==> src/rtl/spi_pkg.sv <==
// Shared SPI definitions for the RHS2116 link: mode constants, default word size and
// the responder state encoding.
package spi_pkg;

  localparam int unsigned SPI_CPOL            = 0;
  localparam int unsigned SPI_CPHA            = 0;
  localparam int unsigned DEFAULT_WORD_LENGTH = 32;

  typedef enum logic [1:0] {
    StWaitIdle,
    StIdle,
    StActive,
    StDone
  } spi_state_e;

  // Width of a bit counter that must hold 0..max_count.
  function automatic int unsigned cnt_width(input int unsigned max_count);
    return $clog2(max_count + 1);
  endfunction

endpackage

==> src/rtl/spi_edge_sync.sv <==
// Synchronizer chain for one SPI input plus rise/fall detection on the synchronized level.
module spi_edge_sync #(
  parameter int unsigned SYNC_STAGES = 2,
  parameter logic        RESET_VAL   = 1'b0
) (
  input  logic i_clk,
  input  logic i_rst_n,
  input  logic i_d,
  output logic o_level,
  output logic o_rise,
  output logic o_fall
);

  logic [SYNC_STAGES-1:0] r_sync;
  logic                   r_prev;

  always_ff @(posedge i_clk or negedge i_rst_n) begin
    if (!i_rst_n) begin
      r_sync <= {SYNC_STAGES{RESET_VAL}};
      r_prev <= RESET_VAL;
    end else begin
      r_sync[0] <= i_d;
      for (int i = 1; i < SYNC_STAGES; i++) begin
        r_sync[i] <= r_sync[i-1];
      end
      r_prev <= r_sync[SYNC_STAGES-1];
    end
  end

  assign o_level = r_sync[SYNC_STAGES-1];
  assign o_rise  = r_sync[SYNC_STAGES-1] & ~r_prev;
  assign o_fall  = ~r_sync[SYNC_STAGES-1] & r_prev;

endmodule

==> src/rtl/spi_slave_responder.sv <==
// Mode-0 SPI responder: oversamples cs/sclk/mosi, delivers received words and shifts out
// a fabric-supplied response word held in a holding register.
module spi_slave_responder
  import spi_pkg::*;
#(
  parameter int unsigned WORD_LENGTH = DEFAULT_WORD_LENGTH,
  parameter int unsigned SYNC_STAGES = 2
) (
  input  logic                   clk,
  input  logic                   reset,
  input  logic                   cs,
  input  logic                   sclk,
  input  logic                   mosi,
  output logic                   miso,
  input  logic [WORD_LENGTH-1:0] data_in,
  input  logic                   data_in_v,
  output logic [WORD_LENGTH-1:0] data_out,
  output logic                   data_out_v,
  output logic                   frame_err,
  output logic                   tx_underrun
);

  localparam int unsigned   CntW    = cnt_width(WORD_LENGTH + 1);
  localparam logic [CntW-1:0] CntFull = CntW'(WORD_LENGTH);
  localparam logic [CntW-1:0] CntSat  = CntW'(WORD_LENGTH + 1);

  logic w_cs_level, w_cs_rise, w_cs_fall;
  logic w_sclk_level, w_sclk_rise, w_sclk_fall;
  logic w_mosi;

  spi_edge_sync #(
    .SYNC_STAGES(SYNC_STAGES),
    .RESET_VAL  (1'b0)
  ) u_cs_sync (
    .i_clk  (clk),
    .i_rst_n(reset),
    .i_d    (cs),
    .o_level(w_cs_level),
    .o_rise (w_cs_rise),
    .o_fall (w_cs_fall)
  );

  spi_edge_sync #(
    .SYNC_STAGES(SYNC_STAGES),
    .RESET_VAL  (1'b0)
  ) u_sclk_sync (
    .i_clk  (clk),
    .i_rst_n(reset),
    .i_d    (sclk),
    .o_level(w_sclk_level),
    .o_rise (w_sclk_rise),
    .o_fall (w_sclk_fall)
  );

  // mosi gets the same depth as sclk so data is aligned with the detected edge.
  logic [SYNC_STAGES-1:0] r_mosi_sync;

  always_ff @(posedge clk or negedge reset) begin
    if (!reset) begin
      r_mosi_sync <= '0;
    end else begin
      r_mosi_sync[0] <= mosi;
      for (int i = 1; i < SYNC_STAGES; i++) begin
        r_mosi_sync[i] <= r_mosi_sync[i-1];
      end
    end
  end

  assign w_mosi = r_mosi_sync[SYNC_STAGES-1];

  spi_state_e             r_state;
  logic [WORD_LENGTH-1:0] r_hold;
  logic                   r_loaded;
  logic [WORD_LENGTH-1:0] r_shift_tx;
  logic [WORD_LENGTH-1:0] r_shift_rx;
  logic [CntW-1:0]        r_cnt;
  logic                   r_miso;
  logic [WORD_LENGTH-1:0] r_data_out;
  logic                   r_data_out_v;
  logic                   r_frame_err;
  logic                   r_tx_underrun;

  always_ff @(posedge clk or negedge reset) begin
    if (!reset) begin
      r_state       <= StWaitIdle;
      r_hold        <= '0;
      r_loaded      <= 1'b0;
      r_shift_tx    <= '0;
      r_shift_rx    <= '0;
      r_cnt         <= '0;
      r_miso        <= 1'b0;
      r_data_out    <= '0;
      r_data_out_v  <= 1'b0;
      r_frame_err   <= 1'b0;
      r_tx_underrun <= 1'b0;
    end else begin
      r_data_out_v  <= 1'b0;
      r_frame_err   <= 1'b0;
      r_tx_underrun <= 1'b0;

      if (data_in_v) begin
        r_hold   <= data_in;
        r_loaded <= 1'b1;
      end

      unique case (r_state)
        StWaitIdle: begin
          if (w_cs_level) r_state <= StIdle;
        end
        StIdle: begin
          if (w_cs_fall) begin
            // Old holding value goes out; a coincident load is kept for the next frame.
            r_shift_tx    <= r_hold;
            r_miso        <= r_hold[WORD_LENGTH-1];
            r_cnt         <= '0;
            r_tx_underrun <= ~r_loaded;
            r_loaded      <= data_in_v;
            r_state       <= StActive;
          end
        end
        StActive: begin
          if (w_cs_rise) begin
            r_miso  <= 1'b0;
            r_state <= StDone;
          end else begin
            if (w_sclk_rise) begin
              r_shift_rx <= {r_shift_rx[WORD_LENGTH-2:0], w_mosi};
              if (r_cnt != CntSat) r_cnt <= r_cnt + 1'b1;
            end
            if (w_sclk_fall) begin
              r_shift_tx <= {r_shift_tx[WORD_LENGTH-2:0], 1'b0};
              r_miso     <= r_shift_tx[WORD_LENGTH-2];
            end
          end
        end
        StDone: begin
          if (r_cnt == CntFull) begin
            r_data_out   <= r_shift_rx;
            r_data_out_v <= 1'b1;
          end else begin
            r_frame_err <= 1'b1;
          end
          r_state <= StIdle;
        end
        default: r_state <= StWaitIdle;
      endcase
    end
  end

  assign miso        = r_miso;
  assign data_out    = r_data_out;
  assign data_out_v  = r_data_out_v;
  assign frame_err   = r_frame_err;
  assign tx_underrun = r_tx_underrun;

endmodule
==> config.mk <==
export PLATFORM = sky130hd
export DESIGN_NAME = spi_slave_responder
export DESIGN_NICKNAME = d
export VERILOG_FILES = /design/src/rtl/spi_pkg.sv /design/src/rtl/spi_edge_sync.sv /design/src/rtl/spi_slave_responder.sv
export SDC_FILE = /design/constraint.sdc
export NUM_CORES = 1
export LEC_CHECK = 0
export ABC_AREA = 1
export BUFFER_PORTS_ARGS = -buffer_cell sky130_fd_sc_hd__buf_4
export CORE_AREA = 2 2 127 98
export DETAILED_ROUTE_END_ITERATION = 16
export DIE_AREA = 0 0 129 100
export PLACE_DENSITY = 0.85
export SYNTH_ARGS = -nofsm -noshare
export SYNTH_HDL_FRONTEND = slang
export SYNTH_HIERARCHICAL = 1
export SYNTH_SLANG_ARGS = --single-unit
==> constraint.sdc <==
create_clock -name clk -period 1.47 [get_ports clk]
set_input_delay 0.294 -clock clk [delete_from_list [all_inputs] [get_ports clk]]
set_output_delay 0.294 -clock clk [all_outputs]
set_load 0.05 [all_outputs]
==> Word level (Yosys, flattened, before mapping) <==
Index checks and enable logic that the tools add are counted.
{ "classes": {"n_addsub": 1, "eq_ne": 13, "mux": 26, "bitwise_logic": 10, "reduce_logical": 8} }
{ "op_table": {"columns": ["op", "count"], "rows": [
  ["two-way mux 31 bit", 3],
  ["case mux 31 bit (2 select lines)", 1],
  ["two-way mux 6 bit", 4],
  ["two-way mux 1 bit", 12],
  ["case mux 6 bit (2 select lines)", 1],
  ["inequality test 2 x 1 -> 1 bit, second input constant", 5],
  ["AND reduction 3 bit", 3],
  ["case mux 2 bit (4 select lines)", 1],
  ["adder 6 x 1 -> 6 bit, second input constant", 1],
  ["equality test 6 bit, second input constant", 1],
  ["two-way mux 2 bit", 3],
  ["inequality test 6 bit, second input constant", 1],
  ["NOT 1 bit", 6],
  ["AND reduction 5 bit", 1],
  ["bitwise AND 1 bit", 4],
  ["equality test 2 bit, second input constant", 2],
  ["inequality test 2 bit, second input constant", 2],
  ["AND reduction 4 bit", 1],
  ["inequality test 3 x 1 -> 1 bit, second input constant", 1],
  ["equality test 2 x 1 -> 1 bit, second input constant", 1],
  ["zero test 2 bit", 1],
  ["case mux 1 bit (2 select lines)", 1],
  ["AND reduction 2 bit", 1],
  ["nonzero test 2 bit", 1]
]} }
{ "word_totals": {"ff_bits": 148, "inputBits": 38, "out_inout_bits": 36, "elab_cells": 74} }

==> Longest topological paths before layout <==
Gate-level depths: netlist of the first run.
{ "logic_depth": {"ltp_word": 5, "depth_mapped": 10, "mapped_depth_nobuf": 9} }

==> Cells and area by module <==
Netlist of the first run, hierarchy kept.
{ "modules_own_cells": {"columns": ["mod", "instances", "cells_each", "area_each_um2", "seq_area_each_um2"], "rows": [
  ["spi_slave_responder", 1, 633, 5759.3, 3553.4],
  ["spi_edge_sync", 2, 7, 90.1, 75.1]
]} }

==> Worst setup path before layout of the first run <==
No wires, ideal clock.
{ "synth_timing": {"kind": "reg2reg", "start": "register r_state[0]", "end": "register r_shift_tx[1]", "setup_time_ns": 0.126, "arrival_ns": 1.417, "required_time_ns": 1.344, "slack_ns": -0.073, "stages_incl_launch_ff": 8, "n_path_buf": 1, "period_less_slack_ns": 1.543, "path_cell_list": "dfrtp_1 -> inv_1 -> ha_1 -> inv_2 -> nand2_1 -> a21oi_2 -> buf_2 -> a21oi_1"} }
{ "synth_between": {"elab_chain_cells": 3, "elab_cells_between_ends": 8, "classes_between": "5 x eq/ne; 1 x mux; 2 x reduce/logical"} }
{ "synth_lines": {"columns": ["element", "line_no", "text"], "rows": [
  ["start, declared", "spi_slave_responder.sv:71", "spi_state_e r_state;"],
  ["start signal, assigned", "spi_slave_responder.sv:85", "r_state <= StWaitIdle;"],
  ["start signal, assigned", "spi_slave_responder.sv:108", "if (w_cs_level) r_state <= StIdle;"],
  ["start signal, assigned", "spi_slave_responder.sv:118", "r_state <= StActive;"],
  ["equality test 2 bit or equality test 2 x 1 -> 1 bit (tied branches)", "spi_slave_responder.sv:106", "unique case (r_state)"],
  ["inequality test 2 x 1 -> 1 bit (no source line) (tied with other cells)", null, null],
  ["AND reduction 4 bit (no source line)", null, null],
  ["end signal, assigned", "spi_slave_responder.sv:113", "r_shift_tx <= r_hold;"],
  ["end signal, assigned", "spi_slave_responder.sv:131", "r_shift_tx <= {r_shift_tx[WORD_LENGTH-2:0], 1'b0};"],
  ["end, declared", "spi_slave_responder.sv:74", "logic [WORD_LENGTH-1:0] r_shift_tx;"]
]} }
Several ways; a longest one is shown, not always the timed one.
A chain may end at the register's enable or synchronous reset.

==> Worst setup path in the final report of the first run <==
{ "layout_timing": {"start": "register r_state[1]", "end": "register r_cnt[4]"} }
{ "layout_between": {"elab_chain_cells": 3, "elab_cells_between_ends": 9, "classes_between": "6 x eq/ne; 1 x mux; 2 x reduce/logical"} }
{ "layout_lines": {"columns": ["element", "line_no", "text"], "rows": [
  ["equality test 2 bit or equality test 2 x 1 -> 1 bit (tied branches)", "spi_slave_responder.sv:106", null],
  ["inequality test 2 x 1 -> 1 bit (no source line) (tied with other cells)", null, null],
  ["AND reduction 5 bit (no source line)", null, null],
  ["end signal, assigned", "spi_slave_responder.sv:128", "if (r_cnt != CntSat) r_cnt <= r_cnt + 1'b1;"],
  ["end, declared", "spi_slave_responder.sv:76", "logic [CntW-1:0] r_cnt;"]
]} }
Several ways; a longest one is shown, not always the timed one.

==> flow_summary_export.csv, run 1 <==
group,metric,value,unit
finish,antenna_cells,0,
synthesis,async_flop_share,100,%
worst_setup_path,critPathKind,"flip-flop to flip-flop",
pwr,peakVddDrop,1250,µV
detailed_routing,ant_nets,0,
global_route,track_usage,22.3,%
finish,finish.utilization,70.2,%
worst_hold_path,hold_class,"input port to flip-flop",
detailed_routing,wl_per_cell,17.2,µm
outcome,failed_checks,"setup timing",
worst_setup_path,crit_required,1760,ps
timing,hold_viol,0,
detailed_routing,via_count,5070,
floorplan,ios,74,
synthesis,synth_flop_cell,"dfrtp_1",
timing,rsz0062_at_grt,"yes",
clock_tree,ctsRootBufferMaster,"clkbuf_16",
clock_tree,h-tree-depth,4,
pwr,power.density,1830,mW/mm²
pwr,p_sw_share,35.5,%
pwr,intPower,9810,µW
pwr,comb_power_share,35.7,%
synthesis,synth_top_area_share,62.4,%
clock_tree,clockBufferDepth,2,
global_route,antenna_found_initial,0,
placed_design,gp_congestion,0.764,
run,drv_cap,0,
placed_design,hpwl,7160,µm
detailed_routing,drt_drc_violations_left,0,
floorplan,rows,35,
synthesis,synthesis.nets,693,
clock_tree,insertion_delay,420,ps
finish,finalInstanceArea,0.00833,mm²
finish,final_net_count,813,
worst_setup_path,cp_data_arrival_time,1950,ps
clock_tree,cts_sinks,148,
clock_tree,clkTransAtPathRegs,70,ps
timing,min_period_over_period,113,%
global_route,grt_pass1_wl,22400,µm
global_route,grt_pass1_vias,4598,
synthesis,synth_area,0.00594,mm²
floorplan,die-area,0.0129,mm²
synthesis,netlist_top_cells_count,"nand2_1 (150), dfrtp_1 (148), o21ai_0 (130)",
worst_hold_path,hold_path_depth,3,
floorplan,start_util,50.0,%
placed_design,dpl_cell_area,0.00687,mm²
global_route,grt_max_degree,65,
timing,slew-limit-headroom,67.7,%
global_route,grt_overflow_total,0,
detailed_routing,drtIter0Drc,453,
floorplan,coreArea,0.0119,mm²
floorplan,die_h,100,µm
timing,setup_violations,82,
synthesis,ys_warn_count,6,
pwr,power,15200,µW
synthesis,syn-mean-instance-area,9.18,µm²
finish,areaGrowthSynthToFinish,40.2,%
detailed_routing,vias_per_cell,5.36,
worst_setup_path,endpoint_kind,"flip-flop",
timing,final-max-slew-violation-count,0,
synthesis,synthCells,647,
synthesis,synth_edf_count,0,
outcome,status,"complete, but fails checks",
clock_tree,numCtsBuffers,17,
detailed_routing,drt_first_pass_iters,5,
worst_setup_path,r2r_cells,9,
synthesis,ys_types,26,
timing,max_freq,602,MHz
pwr,seq_power_share,34.2,%
worst_setup_path,cp_max_fo,6,
synthesis,synth.most_common_cell,"nand2_1",
finish,drive_gt1_share,30.0,%
clock_tree,cts_tree,"yes",
synthesis,ys_seq_elements,148,
timing,fin_setup_tns,-8620,ps
timing,fin_ws,-192,ps
pwr,p_leak,0.00394,µW
timing,clock-skew-final,9.72,ps
worst_setup_path,cp-start-kind,"flip-flop",
synthesis,synth_top_cell_by_area,"dfrtp_1",
floorplan,die_w,129,µm
synthesis,yosysSeqAreaShare,62.4,%
timing,worst-slew-pin-transition,482,ps
finish,nFillCells,775,
placed_design,numPortBuffers,73,
pwr,switchingPower,5400,µW
pwr,pwr-share-clk,30.1,%
synthesis,synth_area_leaders,"dfrtp_1 (62%), o21ai_0 (11%), nand2_1 (9.5%)",
detailed_routing,routed_wl,16300,µm
timing,fin_crit,1660,ps
==> placed cells by master (no fill, tap or decap), types with 7 or more instances in the layout <==
master,Yosys,routed
dfrtp_1,148,145
nand2_1,150,137
buf_4,3,95
o21ai_0,130,81
inv_1,79,74
o21ai_1,2,42
nor2_1,42,33
clkbuf_16,0,22
a21oi_2,1,15
buf_6,0,13
a21oi_1,31,12
buf_12,0,11
o21ai_2,0,9
nand2_4,0,8
nor2_2,0,7
inv_6,0,7
==> sequential cells by signal, indices dropped and copies added (netlist names) <==
register,count
r_mosi_sync,2
u_cs_sync/r_prev,1
tx_underrun,1
u_sclk_sync/r_prev,1
frame_err,1
u_cs_sync/r_sync,2
r_loaded,1
r_hold,32
r_cnt,6
data_out_v,1
r_shift_rx,32
data_out,32
miso,1
r_state,2
r_shift_tx,31
u_sclk_sync/r_sync,2
==> per-layer routing <==
metal	track usage [%]	share of wire [%]	vias up
met3	4.69	6.3	52
met2	37.5	51	249
li1	-	-	2297
met1	28.6	40	2472
met4	8.61	3.0	0
met5	0	0	-
==> worst max-delay path, cell delays in order (launching register included) <==
cell     delay [ps]
dfrtp_2         410
inv_2            80
buf_6           130
ha_4            270
inv_2            50
nor2_1          130
nand3_2         140
buf_6           170
nand2_2          60
o21ai_1          80
==> cells by family after synthesis <==
family          share of synthesized area, %
fa+ha+maj                               1.69
buf+inv                                 7.60
simple gates                            13.5
flops                                   62.4
xor+xnor                               0.147
mux                                    0.190
compound gates                          14.5
==> worst paths after layout <==
kind | start | slack [ps] | end
min in group asynchronous | reset | 350 | r_shift_rx[18]
worst min register to register | u_sclk_sync/r_sync[0] | 350 | u_sclk_sync/r_sync[1]
worst max register to register | r_state[1] | -190 | r_cnt[4]
worst min-delay path | data_in[21] | 80 | r_hold[21]
worst max-delay path | r_state[1] | -190 | r_cnt[4]
max in group asynchronous | reset | 570 | r_shift_tx[7]
==> stage by stage <==
stage | cells | setup slack (ps) | hold slack, ps
final | 946 | -192 | 77.3
after global routing | 946 | -209 | 83.1
after CTS | 928 | -93.7 | 72.5
after detailed placement | 880 | -132 | 222
after global placement | 880 | -39.2 | 219
after floorplan | 647 | 4.61 | -1.59
==> power by group through the flow <==
stage | registers, µW | logic [µW] | clock network [µW]
after global placement | 5110 | 2860 | 0
final | 5200 | 5440 | 4580
after CTS | 5100 | 4340 | 4570
after detailed placement | 5130 | 2990 | 0
after global routing | 5250 | 5770 | 4800
after floorplan | 5160 | 2030 | 0
==> repair_timing <==
action	CTS	global route
resized for setup	69	89
cloned	4	9
hold buffers	4	0
pin swaps	6	9
endpoints found under the setup margin	41	100
endpoints found under the hold margin	35	0
buffers inserted	9	10
==> final cells by class <==
class	instances	area, µm²	share of cell area (%)
Clock buffer	17	425	5.11
Clock inverter	15	193	2.31
Inverter	80	303	3.64
Multi-Input combinational cell	386	2130	25.6
Sequential cell	148	3710	44.5
Tap cell	166	208	2.49
Timing Repair Buffer	134	1360	16.3
(Power assumes the default switching activity.)
==> run 2, diff against run 1 <==
--- a/config.mk
+++ b/config.mk
@@ -10,6 +10,7 @@
 export CORE_AREA = 2 2 127 98
 export DETAILED_ROUTE_END_ITERATION = 16
 export DIE_AREA = 0 0 129 100
+export MAX_ROUTING_LAYER = met4
 export PLACE_DENSITY = 0.85
 export SYNTH_ARGS = -nofsm -noshare
 export SYNTH_HDL_FRONTEND = slang
==> flow_summary_export.csv, run 2 (synthesized netlist as in run 1, its figures left out) <==
group,metric,value,unit
outcome,status,"complete, but fails checks",
outcome,failed_checks,"setup timing",
timing,fin_setup_tns,-6490,ps
finish,final_net_count,807,
detailed_routing,drt_first_pass_iters,5,
finish,multi_input_area,0.00211,mm²
detailed_routing,wl_per_cell,16.6,µm
clock_tree,cts_tree,"yes",
worst_setup_path,rrSetupSlack,-150,ps
timing,max_freq,616,MHz
placed_design,dp.cells,880,
detailed_routing,via_count,4953,
timing,fin_ws,-154,ps
detailed_routing,drt_drc_violations_left,0,
timing,final-max-slew-violation-count,0,
global_route,antenna_found_initial,0,
floorplan,coreArea,0.0119,mm²
floorplan,rows,35,
placed_design,gp_congestion,0.775,
global_route,track_usage,23.1,%
pwr,power.density,1820,mW/mm²
worst_setup_path,cp_max_fo,16,
timing,worst-slew-pin-transition,398,ps
placed_design,pre_cts_ws,-132,ps
finish,stdcell_count,940,
timing,setup_violations,74,
floorplan,die_h,100,µm
timing,slew-limit-headroom,73.4,%
detailed_routing,vias_per_cell,5.27,
finish,drive_gt1_share,28.6,%
clock_tree,h-tree-depth,4,
worst_hold_path,hold_start,"data_in[21]",
clock_tree,clockBufferDepth,2,
finish,areaGrowthSynthToFinish,39.0,%
clock_tree,cts_sinks,148,
timing,fin_crit,1620,ps
clock_tree,clkTransAtPathRegs,70,ps
clock_tree,insertion_delay,420,ps
floorplan,die_w,129,µm
detailed_routing,drtIter0Drc,328,
placed_design,numPortBuffers,73,
timing,rsz0062_at_grt,"yes",
worst_setup_path,regToRegStartpoint,"r_state[0]",
worst_hold_path,hold_class,"input port to flip-flop",
global_route,grt_overflow_total,0,
worst_setup_path,crit_required,1750,ps
pwr,p_leak,0.00390,µW
worst_setup_path,r2r_cells,7,
timing,clock-skew-final,10.3,ps
finish,final_cell_mix,"dfrtp_1 (146), nand2_1 (138), buf_4 (93)",
finish,finalInstanceArea,0.00825,mm²
worst_hold_path,hold_path_depth,3,
global_route,grt_pass1_wl,22400,µm
finish,antenna_cells,0,
clock_tree,numCtsBuffers,17,
floorplan,start_util,50.0,%
pwr,peakVddDrop,1140,µV
run,drv_cap,0,
clock_tree,ctsRootBufferMaster,"clkbuf_16",
worst_setup_path,cp_data_arrival_time,1900,ps
finish,seqCellArea,0.00371,mm²
worst_hold_path,min_to,"r_hold[21]",
worst_setup_path,cp-start-kind,"flip-flop",
placed_design,dpl_cell_area,0.00687,mm²
floorplan,die-area,0.0129,mm²
global_route,grt_max_degree,65,
timing,hold_viol,0,
detailed_routing,ant_nets,0,
timing,min_period_over_period,110,%
worst_setup_path,critPathKind,"flip-flop to flip-flop",
worst_setup_path,endpoint_kind,"flip-flop",
placed_design,hpwl,7160,µm
floorplan,ios,74,
finish,layout_commonest_cell,"dfrtp_1",
detailed_routing,routed_wl,15600,µm
global_route,grt_pass1_vias,4589,
worst_setup_path,reg2reg_to,"r_shift_rx[3]",
finish,nFillCells,789,
==> run 2: cell types whose count changed in the layout (fill, tap and decap cells not counted), sizes merged <==
cell    previous run  this run
buf              125       118
clkbuf            22        23
==> run 2: layout make-up <==
| type | count | share of cell area [%] |
|---|---|---|
| clock buffer | 17 | 5.15 |
| clock inverter | 15 | 2.33 |
| inverter | 80 | 3.67 |
| multi-input combinational | 386 | 25.6 |
| sequential | 148 | 44.9 |
| tap | 166 | 2.52 |
| timing repair buffer | 128 | 15.8 |
==> run 2: worst max-delay path by stage <==
stage	from	to	slack, ps	depth (start not counted)
after detailed placement	r_state[1]	r_shift_tx[14]	-130	8
final	r_state[0]	r_shift_rx[3]	-150	7
after global placement	r_state[1]	r_shift_tx[18]	-40	8
after floorplan	r_state[0]	r_shift_tx[12]	5	8
after global routing	r_state[0]	r_shift_rx[3]	-250	7
after CTS	r_state[0]	r_shift_tx[11]	-90	9
==> run 2: per-layer routing <==
metal	GRT usage [%]	vias up	part of all wire [%]
met5	-	-	0
met4	9.11	0	1.9
met3	4.53	29	4.5
met2	37.4	186	52
met1	28.9	2456	42
li1	-	2282	-
==> run 2: what timing repair did <==
| action | CTS | global route |
|---|---|---|
| endpoints found under the hold margin | 35 | 0 |
| endpoints found under the setup margin | 41 | 100 |
| setup buffers | 9 | 6 |
| hold buffers | 4 | 0 |
| pin swaps | 6 | 9 |
| gates cloned | 4 | 7 |
| gates resized for setup | 69 | 70 |
==> run 2: where the power goes <==
part           internal, µW  leakage [µW]  switching [µW]
Clock                  2720      0.000290            1870
Combinational          2290       0.00172            2990
Sequential             4760       0.00188             428
Total                  9770       0.00390            5290
==> run 2: through the flow <==
step / power, µW / hold WS (ps) / utilization [%]
finish: 15100 / 74.7 / 69.6
global route: 15700 / 83.2 / 69.6
CTS: 14000 / 72.5 / 66.5
detailed placement: 8120 / 222 / 57.8
global placement: 7970 / 219 / 57.8
floorplan: 7190 / -1.59 / -
==> run 2: worst max-delay path, cell delays in order, from the launching register on <==
cell and delay (ps):
dfrtp_2 440, inv_2 100, ha_4 220, buf_4 170, nand3_4 150, clkbuf_16 230
nand2_1 60, o21ai_0 100
==> run 3, diff against run 2 <==
--- a/config.mk
+++ b/config.mk
@@ -11,7 +11,8 @@
 export DETAILED_ROUTE_END_ITERATION = 16
 export DIE_AREA = 0 0 129 100
 export MAX_ROUTING_LAYER = met4
-export PLACE_DENSITY = 0.85
+export PLACE_DENSITY = 0.74
+export RECOVER_POWER = 25
 export SYNTH_ARGS = -nofsm -noshare
 export SYNTH_HDL_FRONTEND = slang
 export SYNTH_HIERARCHICAL = 1
==> flow_summary_export.csv, run 3 (synthesized netlist as in run 1, its figures left out) <==
group,metric,value,unit
finish,areaGrowthSynthToFinish,40.9,%
timing,max_freq,614,MHz
timing,fin_crit,1630,ps
clock_tree,insertion_delay,420,ps
worst_setup_path,critPathBufInv,3,
clock_tree,numCtsBuffers,17,
detailed_routing,drtIter0Drc,336,
placed_design,numPortBuffers,73,
placed_design,pre_cts_ws,-181,ps
outcome,status,"complete, but fails checks",
worst_setup_path,r2r_cells,8,
worst_setup_path,cp_data_arrival_time,1960,ps
floorplan,ios,74,
worst_setup_path,cp-start-kind,"flip-flop",
timing,fin_ws,-159,ps
pwr,p_leak,0.00395,µW
worst_setup_path,regToRegStartpoint,"r_state[0]",
detailed_routing,ant_nets,0,
timing,worst-slew-pin-transition,1040,ps
outcome,failed_checks,"setup timing",
global_route,track_usage,21.4,%
worst_setup_path,worst_path_max_delay_cell,"dfrtp_2",
detailed_routing,routed_wl,15100,µm
timing,hold_viol,0,
floorplan,start_util,50.0,%
detailed_routing,vias_per_cell,5.17,
global_route,grt_overflow_total,0,
finish,nFillCells,823,
worst_setup_path,reg2reg_to,"r_shift_tx[4]",
clock_tree,cts_sinks,148,
timing,rsz0062_at_grt,"yes",
worst_setup_path,crit_required,1800,ps
worst_hold_path,hold_class,"input port to flip-flop",
global_route,antenna_found_initial,0,
detailed_routing,wl_per_cell,16.1,µm
clock_tree,clkTransAtPathRegs,60,ps
pwr,power.density,1790,mW/mm²
detailed_routing,via_count,4872,
placed_design,hpwl,7430,µm
timing,min_period_over_period,111,%
worst_hold_path,hold_path_depth,3,
worst_setup_path,critPathKind,"flip-flop to flip-flop",
global_route,grt_pass1_wl,20700,µm
worst_setup_path,rrSetupSlack,-160,ps
placed_design,gp_congestion,0.814,
clock_tree,h-tree-depth,4,
timing,clock-skew-final,11.3,ps
worst_setup_path,path_cells,"inv_2 > ha_4 > nand2_4 > a21oi_4 > buf_12 > buf_16 > nor2_1 > a21oi_1",
worst_setup_path,slowest_delay,440,ps
worst_setup_path,cp_top_family,"flip-flops",
run,drv_cap,0,
clock_tree,cts_tree,"yes",
finish,layout_commonest_cell,"dfrtp_1",
floorplan,coreArea,0.0119,mm²
detailed_routing,drt_drc_violations_left,0,
timing,slew-limit-headroom,31.0,%
worst_hold_path,hold_start,"data_in[14]",
global_route,grt_pass1_vias,4377,
pwr,peakVddDrop,1160,µV
finish,multi_input_area,0.00204,mm²
clock_tree,ctsRootBufferMaster,"clkbuf_16",
finish,final_cell_mix,"dfrtp_1 (145), nand2_1 (138), o21ai_0 (84), buf_4 (84), inv_1 (75)",
worst_setup_path,endpoint_kind,"flip-flop",
floorplan,die_h,100,µm
finish,seqCellArea,0.00371,mm²
pwr,power,15000,µW
floorplan,die_w,129,µm
timing,final-max-slew-violation-count,0,
worst_setup_path,cp_max_fo,12,
finish,drive_gt1_share,27.2,%
worst_hold_path,min_to,"r_hold[14]",
worst_setup_path,startpoint,"r_state[0]",
detailed_routing,drt_first_pass_iters,5,
floorplan,die-area,0.0129,mm²
finish,finish.utilization,70.5,%
clock_tree,clockBufferDepth,2,
global_route,grt_max_degree,65,
timing,fin_setup_tns,-10260,ps
finish,antenna_cells,0,
finish,final_net_count,809,
floorplan,rows,35,
timing,setup_violations,101,
## run 3: changes by cell type in the layout (fill, tap and decap cells not counted), sizes merged
cell      change
clkbuf       +13
nand2         +1
buf           -8
clkinvlp      -3
bufinv        +3
inv           -7
clkinv        +3
## run 3: worst max-delay path by stage
stage	endpoint	slack [ps]	depth (start not counted)
floorplan	r_shift_tx[12]	5	8
global placement	r_shift_tx[6]	-40	8
detailed placement	r_shift_tx[10]	-180	8
CTS	r_shift_tx[26]	-100	9
global route	data_out[10]	-200	8
finish	r_shift_tx[4]	-160	8
## run 3: final cells by class
class / instances / share of cell area (%)
inverters: 80 / 3.62
well taps: 166 / 2.48
multi-input cells: 387 / 24.4
flip-flops and latches: 148 / 44.3
clock buffers: 21 / 5.50
clock inverters: 11 / 2.66
repair buffers: 129 / 17.1
## run 3: layer usage
metal / GRT usage, % / part of all wire (%) / vias to the layer above
li1: - / - / 2291
met1: 27.2 / 44 / 2370
met2: 33.6 / 48 / 185
met3: 5.28 / 6.4 / 26
met4: 8.03 / 1.8 / 0
met5: - / 0 / -
## run 3: worst register-to-register path, stage by stage (launching register included)
cell     delay [ps]
dfrtp_2         440
inv_2           100
ha_4            220
nand2_4          80
a21oi_4         210
buf_12          170
buf_16          140
nor2_1           50
a21oi_1         140
## run 3: timing repair
item	in CTS	in global routing
pin swaps	5	5
setup buffers	7	1
endpoints found under the setup margin	70	98
hold endpoints to repair	33	0
hold buffers	4	0
gates cloned	5	19
resized for setup	41	88
## run 3: through the flow
step	area, µm²	hold slack, ps	std cells
3_5_place_dp	6850	219	876
4_1_cts	7830	68.6	923
6_report	8370	80.6	942
5_1_grt	8370	74.2	942
2_1_floorplan	5970	-1.59	647
3_3_place_gp	6850	219	876
## run 3: power breakdown
group          switching, µW  leakage (µW)  internal, µW
clock network           1710      0.000328          3290
logic                   2620       0.00174          2170
registers                420       0.00188          4760
